File: src/rtl/if_fetch.sv
// Instruction fetch stage: owns the PC, issues synchronous ROM requests and
// buffers returned instructions for decode under a valid/ready handshake.
module if_fetch #(
    parameter logic [31:0] RESET_ADDR = 32'h0000_0000,
    parameter logic [31:0] NOP_INST   = 32'h0000_0013,
    parameter int unsigned DEPTH      = 2
) (
    input  logic        clk,
    input  logic        rst,
    output logic        rom_req_o,
    output logic [31:0] rom_addr_o,
    input  logic [31:0] rom_data_i,
    input  logic        jump_en_i,
    input  logic [31:0] jump_addr_i,
    input  logic        hold_i,
    output logic        inst_valid_o,
    input  logic        inst_ready_i,
    output logic [31:0] inst_o,
    output logic [31:0] inst_addr_o
);

    localparam int unsigned PW = $clog2(DEPTH);
    localparam int unsigned CW = PW + 1;

    logic [31:0]   pc;
    logic [31:0]   req_addr;
    logic          inflight;
    logic [31:0]   buf_addr [DEPTH];
    logic [31:0]   buf_data [DEPTH];
    logic [PW-1:0] rd_ptr;
    logic [PW-1:0] wr_ptr;
    logic [CW-1:0] count;
    logic [CW:0]   occupancy;
    logic          pop;
    logic          push;

    // Credit check counts the in-flight response so a push can never hit a full buffer
    always_comb begin
        inst_valid_o = (count != '0) && !jump_en_i;
        pop          = inst_valid_o && inst_ready_i;
        push         = inflight && !jump_en_i;
        occupancy    = {1'b0, count} + (CW+1)'(inflight) - (CW+1)'(pop);
        rom_req_o    = rst && !jump_en_i && !hold_i && (occupancy < (CW+1)'(DEPTH));
        rom_addr_o   = pc;
        inst_o       = inst_valid_o ? buf_data[rd_ptr] : NOP_INST;
        inst_addr_o  = inst_valid_o ? buf_addr[rd_ptr] : '0;
    end

    always_ff @(posedge clk or negedge rst) begin
        if (!rst) begin
            pc       <= RESET_ADDR;
            req_addr <= '0;
            inflight <= 1'b0;
            rd_ptr   <= '0;
            wr_ptr   <= '0;
            count    <= '0;
        end else if (jump_en_i) begin
            pc       <= jump_addr_i;
            inflight <= 1'b0;
            rd_ptr   <= '0;
            wr_ptr   <= '0;
            count    <= '0;
        end else begin
            inflight <= rom_req_o;
            if (rom_req_o) begin
                pc       <= pc + 32'd4;
                req_addr <= pc;
            end
            if (push) begin
                wr_ptr <= (wr_ptr == PW'(DEPTH - 1)) ? '0 : wr_ptr + PW'(1);
            end
            if (pop) begin
                rd_ptr <= (rd_ptr == PW'(DEPTH - 1)) ? '0 : rd_ptr + PW'(1);
            end
            case ({push, pop})
                2'b10:   count <= count + CW'(1);
                2'b01:   count <= count - CW'(1);
                default: count <= count;
            endcase
        end
    end

    always_ff @(posedge clk) begin
        if (push) begin
            buf_addr[wr_ptr] <= req_addr;
            buf_data[wr_ptr] <= rom_data_i;
        end
    end

    always_ff @(posedge clk) begin
        if (rst) begin
            assert (!(push && (count == CW'(DEPTH))));
        end
    end

endmodule
File: config.mk
export PLATFORM = sky130hd
export DESIGN_NAME = if_fetch
export DESIGN_NICKNAME = d
export VERILOG_FILES = /design/src/rtl/if_fetch.sv
export SDC_FILE = /design/constraint.sdc
export NUM_CORES = 1
export LEC_CHECK = 0
export ABC_AREA = 1
export BUFFER_PORTS_ARGS = -buffer_cell sky130_fd_sc_hd__buf_2
export CORE_UTILIZATION = 50
export CTS_CLUSTER_SIZE = 25
export DETAILED_ROUTE_END_ITERATION = 8
export GPL_ROUTABILITY_DRIVEN = 1
export PLACE_DENSITY = 0.88
export SLEW_MARGIN = 10
export SYNTH_ARGS = -nofsm -noshare
export SYNTH_HDL_FRONTEND = slang
export SYNTH_SLANG_ARGS = --single-unit
File: constraint.sdc
create_clock -name clk -period 3.3 [get_ports clk]
set_input_delay 0.495 -clock clk [delete_from_list [all_inputs] [get_ports clk]]
set_output_delay 0.495 -clock clk [all_outputs]
set_load 0.005 [all_outputs]
### Word-level counts from Yosys, hierarchy flattened

Memory sizes are Yosys's and may differ from the RTL's.
Cells that the tools add are included.

* reductions and logical operators: 14
* equality and inequality tests: 2
* muxes and demuxes: 15
* bitwise operators: 1
* add/subtract/negate cells: 7
* $lt $le $gt $ge: 1

Operators with widths (count)
* 32-bit two-way mux: 4
* 32-bit by 3-bit adder with 32-bit output, second input constant: 1
* 1-bit two-way mux: 9
* 2-bit nonzero test: 4
* 1-bit logical AND: 6
* 2-bit one-hot mux with 2 select lines: 1
* 2-bit by 1-bit adder with 3-bit output: 1
* 3-bit by 2-bit < comparator with 1-bit output, second input constant: 1
* 3-bit nonzero test: 1
* 3-bit by 1-bit subtractor with 3-bit output: 1
* 1-bit adder, second input constant: 2
* 2-bit by 1-bit adder with 2-bit output, second input constant: 1
* 2-bit by 1-bit == test with 1-bit output, second input constant: 1
* 2-bit == test, second input constant: 1
* 1-bit logical NOT: 2
* 2-bit two-way mux: 1
* 2-bit AND reduction: 1
* 2-bit by 1-bit subtractor with 2-bit output, second input constant: 1
* 1-bit NOT: 1

* memories kept: 2
* logic and storage cells: 48
* bits of input ports: 69
* output and inout bits: 98
* bits in writable memories: 128
* register bits: 69

Memory list
* buf_addr: depth 2, bits a word 32, read ports 1, clocked after Yosys merged registers in 0, wr ports 1, line 28 `logic [31:0] buf_addr [DEPTH];`
* buf_data: depth 2, bits a word 32, read ports 1, clocked after Yosys merged registers in 0, wr ports 1, line 29 `logic [31:0] buf_data [DEPTH];`

### Depth between registers and ports, before layout

* depth after elaboration: 8
* mapped depth: 17
* mapped depth without buffers: 15

### Least setup slack after synthesis

Ideal clock, no wire load.

* kind: input to register
* start point: input jump_en_i
* end point: memory buf_addr[0][0], enable pin
* data arrival time: 3472 ps
* required time: 2813 ps
* setup slack: -659 ps
* setup time: 487 ps
* cell stages on the path: 4
* path buffers: 1
* path through: buf_6 > inv_6 > nand2_1 > nor2_1

* longest elaborated chain between the ends: 4

Ends and longest elaborated chain
* start, declared: line 13 `input logic jump_en_i,`
* 1-bit logical NOT: line 41 `push = inflight && !jump_en_i;`
* 1-bit logical AND: line 41
* 1-bit two-way mux: line 84 `if (push) begin`
* 1-bit two-way mux (implied by the code): line 85 `buf_addr[wr_ptr] <= req_addr;`
* end, declared: line 28

Every way passes these cells.

### Worst setup path after layout

* start point: register count[1]
* end point: output rom_req_o

* longest elaborated chain between the ends: 6
* elaborated cells on any way between the ends: 7
* those cells by class: add/sub: 2; order compare: 1; reduce/logical: 4

Ends and longest elaborated chain
* start, declared: line 32 `logic [CW-1:0] count;`
* start signal, assigned: line 76 `2'b10: count <= count + CW'(1);`
* start signal, assigned: line 77 `2'b01: count <= count - CW'(1);`
* start signal, assigned: line 78 `default: count <= count;`
* parallel branches: the longest is 3 deep, another holds 2-bit by 1-bit adder with 3-bit output
* 3-bit by 1-bit subtractor with 3-bit output (*): line 42 `occupancy = {1'b0, count} + (CW+1)'(inflight) - (CW+1)'(pop);`
* 3-bit by 2-bit < comparator with 1-bit output (*): line 43 `rom_req_o = rst && !jump_en_i && !hold_i && (occupancy < (CW+1)'(DEPTH));`
* 1-bit logical AND (*): line 43
* end, declared: line 10 `output logic rom_req_o,`

Mark *: on every way between the ends.

==> summary.txt <==
Met1 usage = 30.3%
Sw frac = 31.1%
Hold EP = buf_data[0][22]
Post-synthesis sequential area ratio = 61.3%
Global route hottest layer = met2
Clk network pwr share = 28.3%
Largest net degree at the start of global routing = 70
Mapped Nets = 974
Startpoint Class = flop
Initial drt markers = 547
Area Growth Syn to Fin = 18.6%
Number of distinct library cells after synthesis = 29
Worst Path Max Fanout = 5
Critical path arrival = 2.70 ns
Post-Synth Simple-Gate Area = 20.0%
Slew margin rel. = 42.5%
Post-synthesis xor/xnor area fraction = 0%
Final wirelength = 19500 microns
Fin crit period = 3.20 ns
Synth top area cells = edfxtp_1 42%, dfrtp_1 19%, nand2_1 10%
Buffers added on ports = 166
Setup violators final = 0
Data required, critical path = 2.80 ns
WL per Instance = 14.9 microns
Pre-CTS setup slack = 0.181 ns
CTS Buf Count = 17
Nets = 1141
Via density = 5.07
ANT nets after route = 0
Gate power share = 23.9%
Vias = 6627
RD Place Congestion = 0.936
# rows = 48
Flop pwr share = 47.9%
Slowest cell on the critical path = fa_1
Cts hold-fix bufs = 0
Starting Density = 51.8%
Count of final hold-check violations = 0
Ys Warns = 0
Worst r2r src = count[1]
Met2 Use GR = 34.6%
Die footprint = 18700 sq um
Root buffer selected by CTS = clkbuf_16
Leading cell types in the layout, fill and taps excluded = 249 x nand2_1, 166 x buf_2, 129 x inv_1, 128 x edfxtp_1, 77 x nor2_1
Final Max Slew Viols = 0
Setup TNS = 0 ns
# diodes = 0
Area of the core = 17500 sq um
Share of the synthesized area in the top cell type = 42.3%
Tcrit/Tclk final = 97.0%
R2r endpoint = rom_addr_o[13]
#FFs+latches synth = 197
Slew @ Worst Pin = 0.862 ns
Worst setup path startpoint = count[1]
Clock-pin slew on the worst setup and hold paths = 0.07 ns
DRC Markers = 0
Pwr Density = 665 nW/um^2
Antenna violations before repair = 0
Maximum root-to-sink buffer count = 2
Reg area = 5570 sq um
Post-DP HPWL = 13400 microns
Fin cells = 1307
Sw Pwr = 0.00223 W
Dominant cell type by area after synthesis = edfxtp_1
Via count of the first global-routing pass = 6376
Worst R2R Setup Slack = 0.29 ns
Die Wd = 137 microns
Share of the core filled with cells = 61.5%
Fmax = 0.313 GHz
Worst hold-check path type = input pin to flop
P_leak = 5.07 nW
Crit. End Element = primary output
Crit-path max cell delay = 0.50 ns
Mux cell area share after synthesis = 7.55%
Pint = 0.00495 W
HP Start = rom_data_i[22]
Worst reg2reg path depth = 15
Overall Global Routing Usage = 21.9%
Worst-path cell chain = inv_1 -> nand2_4 -> nand3_4 -> inv_1 -> ha_1 -> or2_2 -> fa_1 -> nand2_1 -> nor2_2 -> nand2_4 -> inv_6 -> buf_2
Grt ovf = 0
Dpl cells = 1272
VDD IR max = 0.445 mV
Synth Area in Compound Gates = 2.72%
Largest family of logic cells by synthesized area = simple AND/OR/NAND/NOR gates
CTS Sinks = 197
Commonest non-fill, non-tap cell in the layout = nand2_1
Layout cells sized above 1 = 28.5%
Synthesized area per cell = 10.1 sq um
Syn Inst Count = 902
Post-synthesis cell area = 9090 sq um
Hold Crit Depth = 1
Status = finished clean
Clk_skew = 0.00723 ns
Worst-skew pair later-pin latency = 0.42 ns
I/O pin cnt = 167
Post-Synth Adder-Cell Area = 0.495%
Max-Cap Viols = 0
CTS tree = done
Worst Setup Path Type = flop to primary output
Chip height = 137 microns
First-pass GRT wire length = 31400 microns
Met3 Usage GRT = 3.56%
Pwr Total = 0.00718 W
Initial DRT Pass Iterations = 5
Multi-input gate area = 2840 sq um
Final worst slack = 0.100 ns
H-tree depth = 4
Fill cells = 1417
-- cells by family after synthesis --
group | count (synthesis)
flops | 197
simple gates | 428
mux | 61
compound gates | 44
buf+inv | 169
fa+ha+maj | 3
-- per-stage QoR --
stage | area, sq um | hold slack (ns)
3_5_place_dp | 10100 | 0.463
4_1_cts | 10800 | 0.239
2_1_floorplan | 9100 | 0.199
5_1_grt | 10800 | 0.238
3_3_place_gp | 10100 | 0.449
6_report | 10800 | 0.261
-- state kept, by name, summed over array words and instances (netlist names) --
| register | cells |
|---|---|
| buf_addr | 64 |
| buf_data | 64 |
| rom_addr_o | 32 |
| count | 2 |
| rd_ptr | 1 |
| wr_ptr | 1 |
| req_addr | 32 |
| inflight | 1 |
-- power by group through the flow --
| stage | clock network [W] | logic, W | registers, W |
|---|---|---|---|
| after floorplan | 0 | 0.00114 | 0.00334 |
| after global placement | 0 | 0.00161 | 0.00345 |
| after detailed placement | 0 | 0.00166 | 0.00348 |
| after CTS | 0.00206 | 0.00170 | 0.00343 |
| after global routing | 0.00215 | 0.00195 | 0.00348 |
| final | 0.00203 | 0.00171 | 0.00344 |
-- how the worst max path moves through the flow --
stage / slack, ns / endpoint / cells after the start
finish: 0.10 / rom_req_o / 12
global route: -0.02 / rom_req_o / 12
CTS: 0.03 / rom_req_o / 12
detailed placement: 0.18 / rom_addr_o[16] / 15
global placement: 0.27 / rom_req_o / 12
floorplan: 0.37 / rom_req_o / 13
-- critical path, delay by kind of cell, from the launching register on --
kind          cells  cell delay (ns)
flops             1             0.38
buf+inv           4             0.36
fa+ha+maj         2             0.75
simple gates      6             0.78
-- Yosys cell counts, drive strengths merged --
cell type / count
a21oi: 1
nor2: 98
inv: 133
dfrtp: 69
nand4: 2
fa: 1
nand2: 254
buf: 28
or2: 2
o21bai: 1
mux2: 61
clkinv: 2
o21ai: 32
edfxtp: 128
clkbuf: 6
o211ai: 10
nand3: 71
ha: 2
nand3b: 1
-- routing by layer --
| metal | routed length, microns | up-vias |
|---|---|---|
| met5 | 0 | - |
| met4 | 388 | 0 |
| met3 | 1280 | 26 |
| met2 | 9050 | 260 |
| met1 | 8770 | 3102 |
| li1 | - | 3239 |
-- area by class of cell --
type / instances / share of cell area (%)
timing repair buffer: 182 / 9.16
tap: 225 / 2.61
clock inverter: 12 / 1.14
sequential: 197 / 51.7
clock buffer: 20 / 4.34
multi-input combinational: 536 / 26.3
inverter: 135 / 4.79
-- what timing repair did --
| item | in CTS | in global routing |
|---|---|---|
| pin swaps | 0 | 1 |
| setup endpoints to repair | 1 | 3 |
| setup buffers | 2 | 1 |
| gates resized for setup | 4 | 4 |
| gates cloned | 0 | 0 |
(Power assumes the default switching activity.)
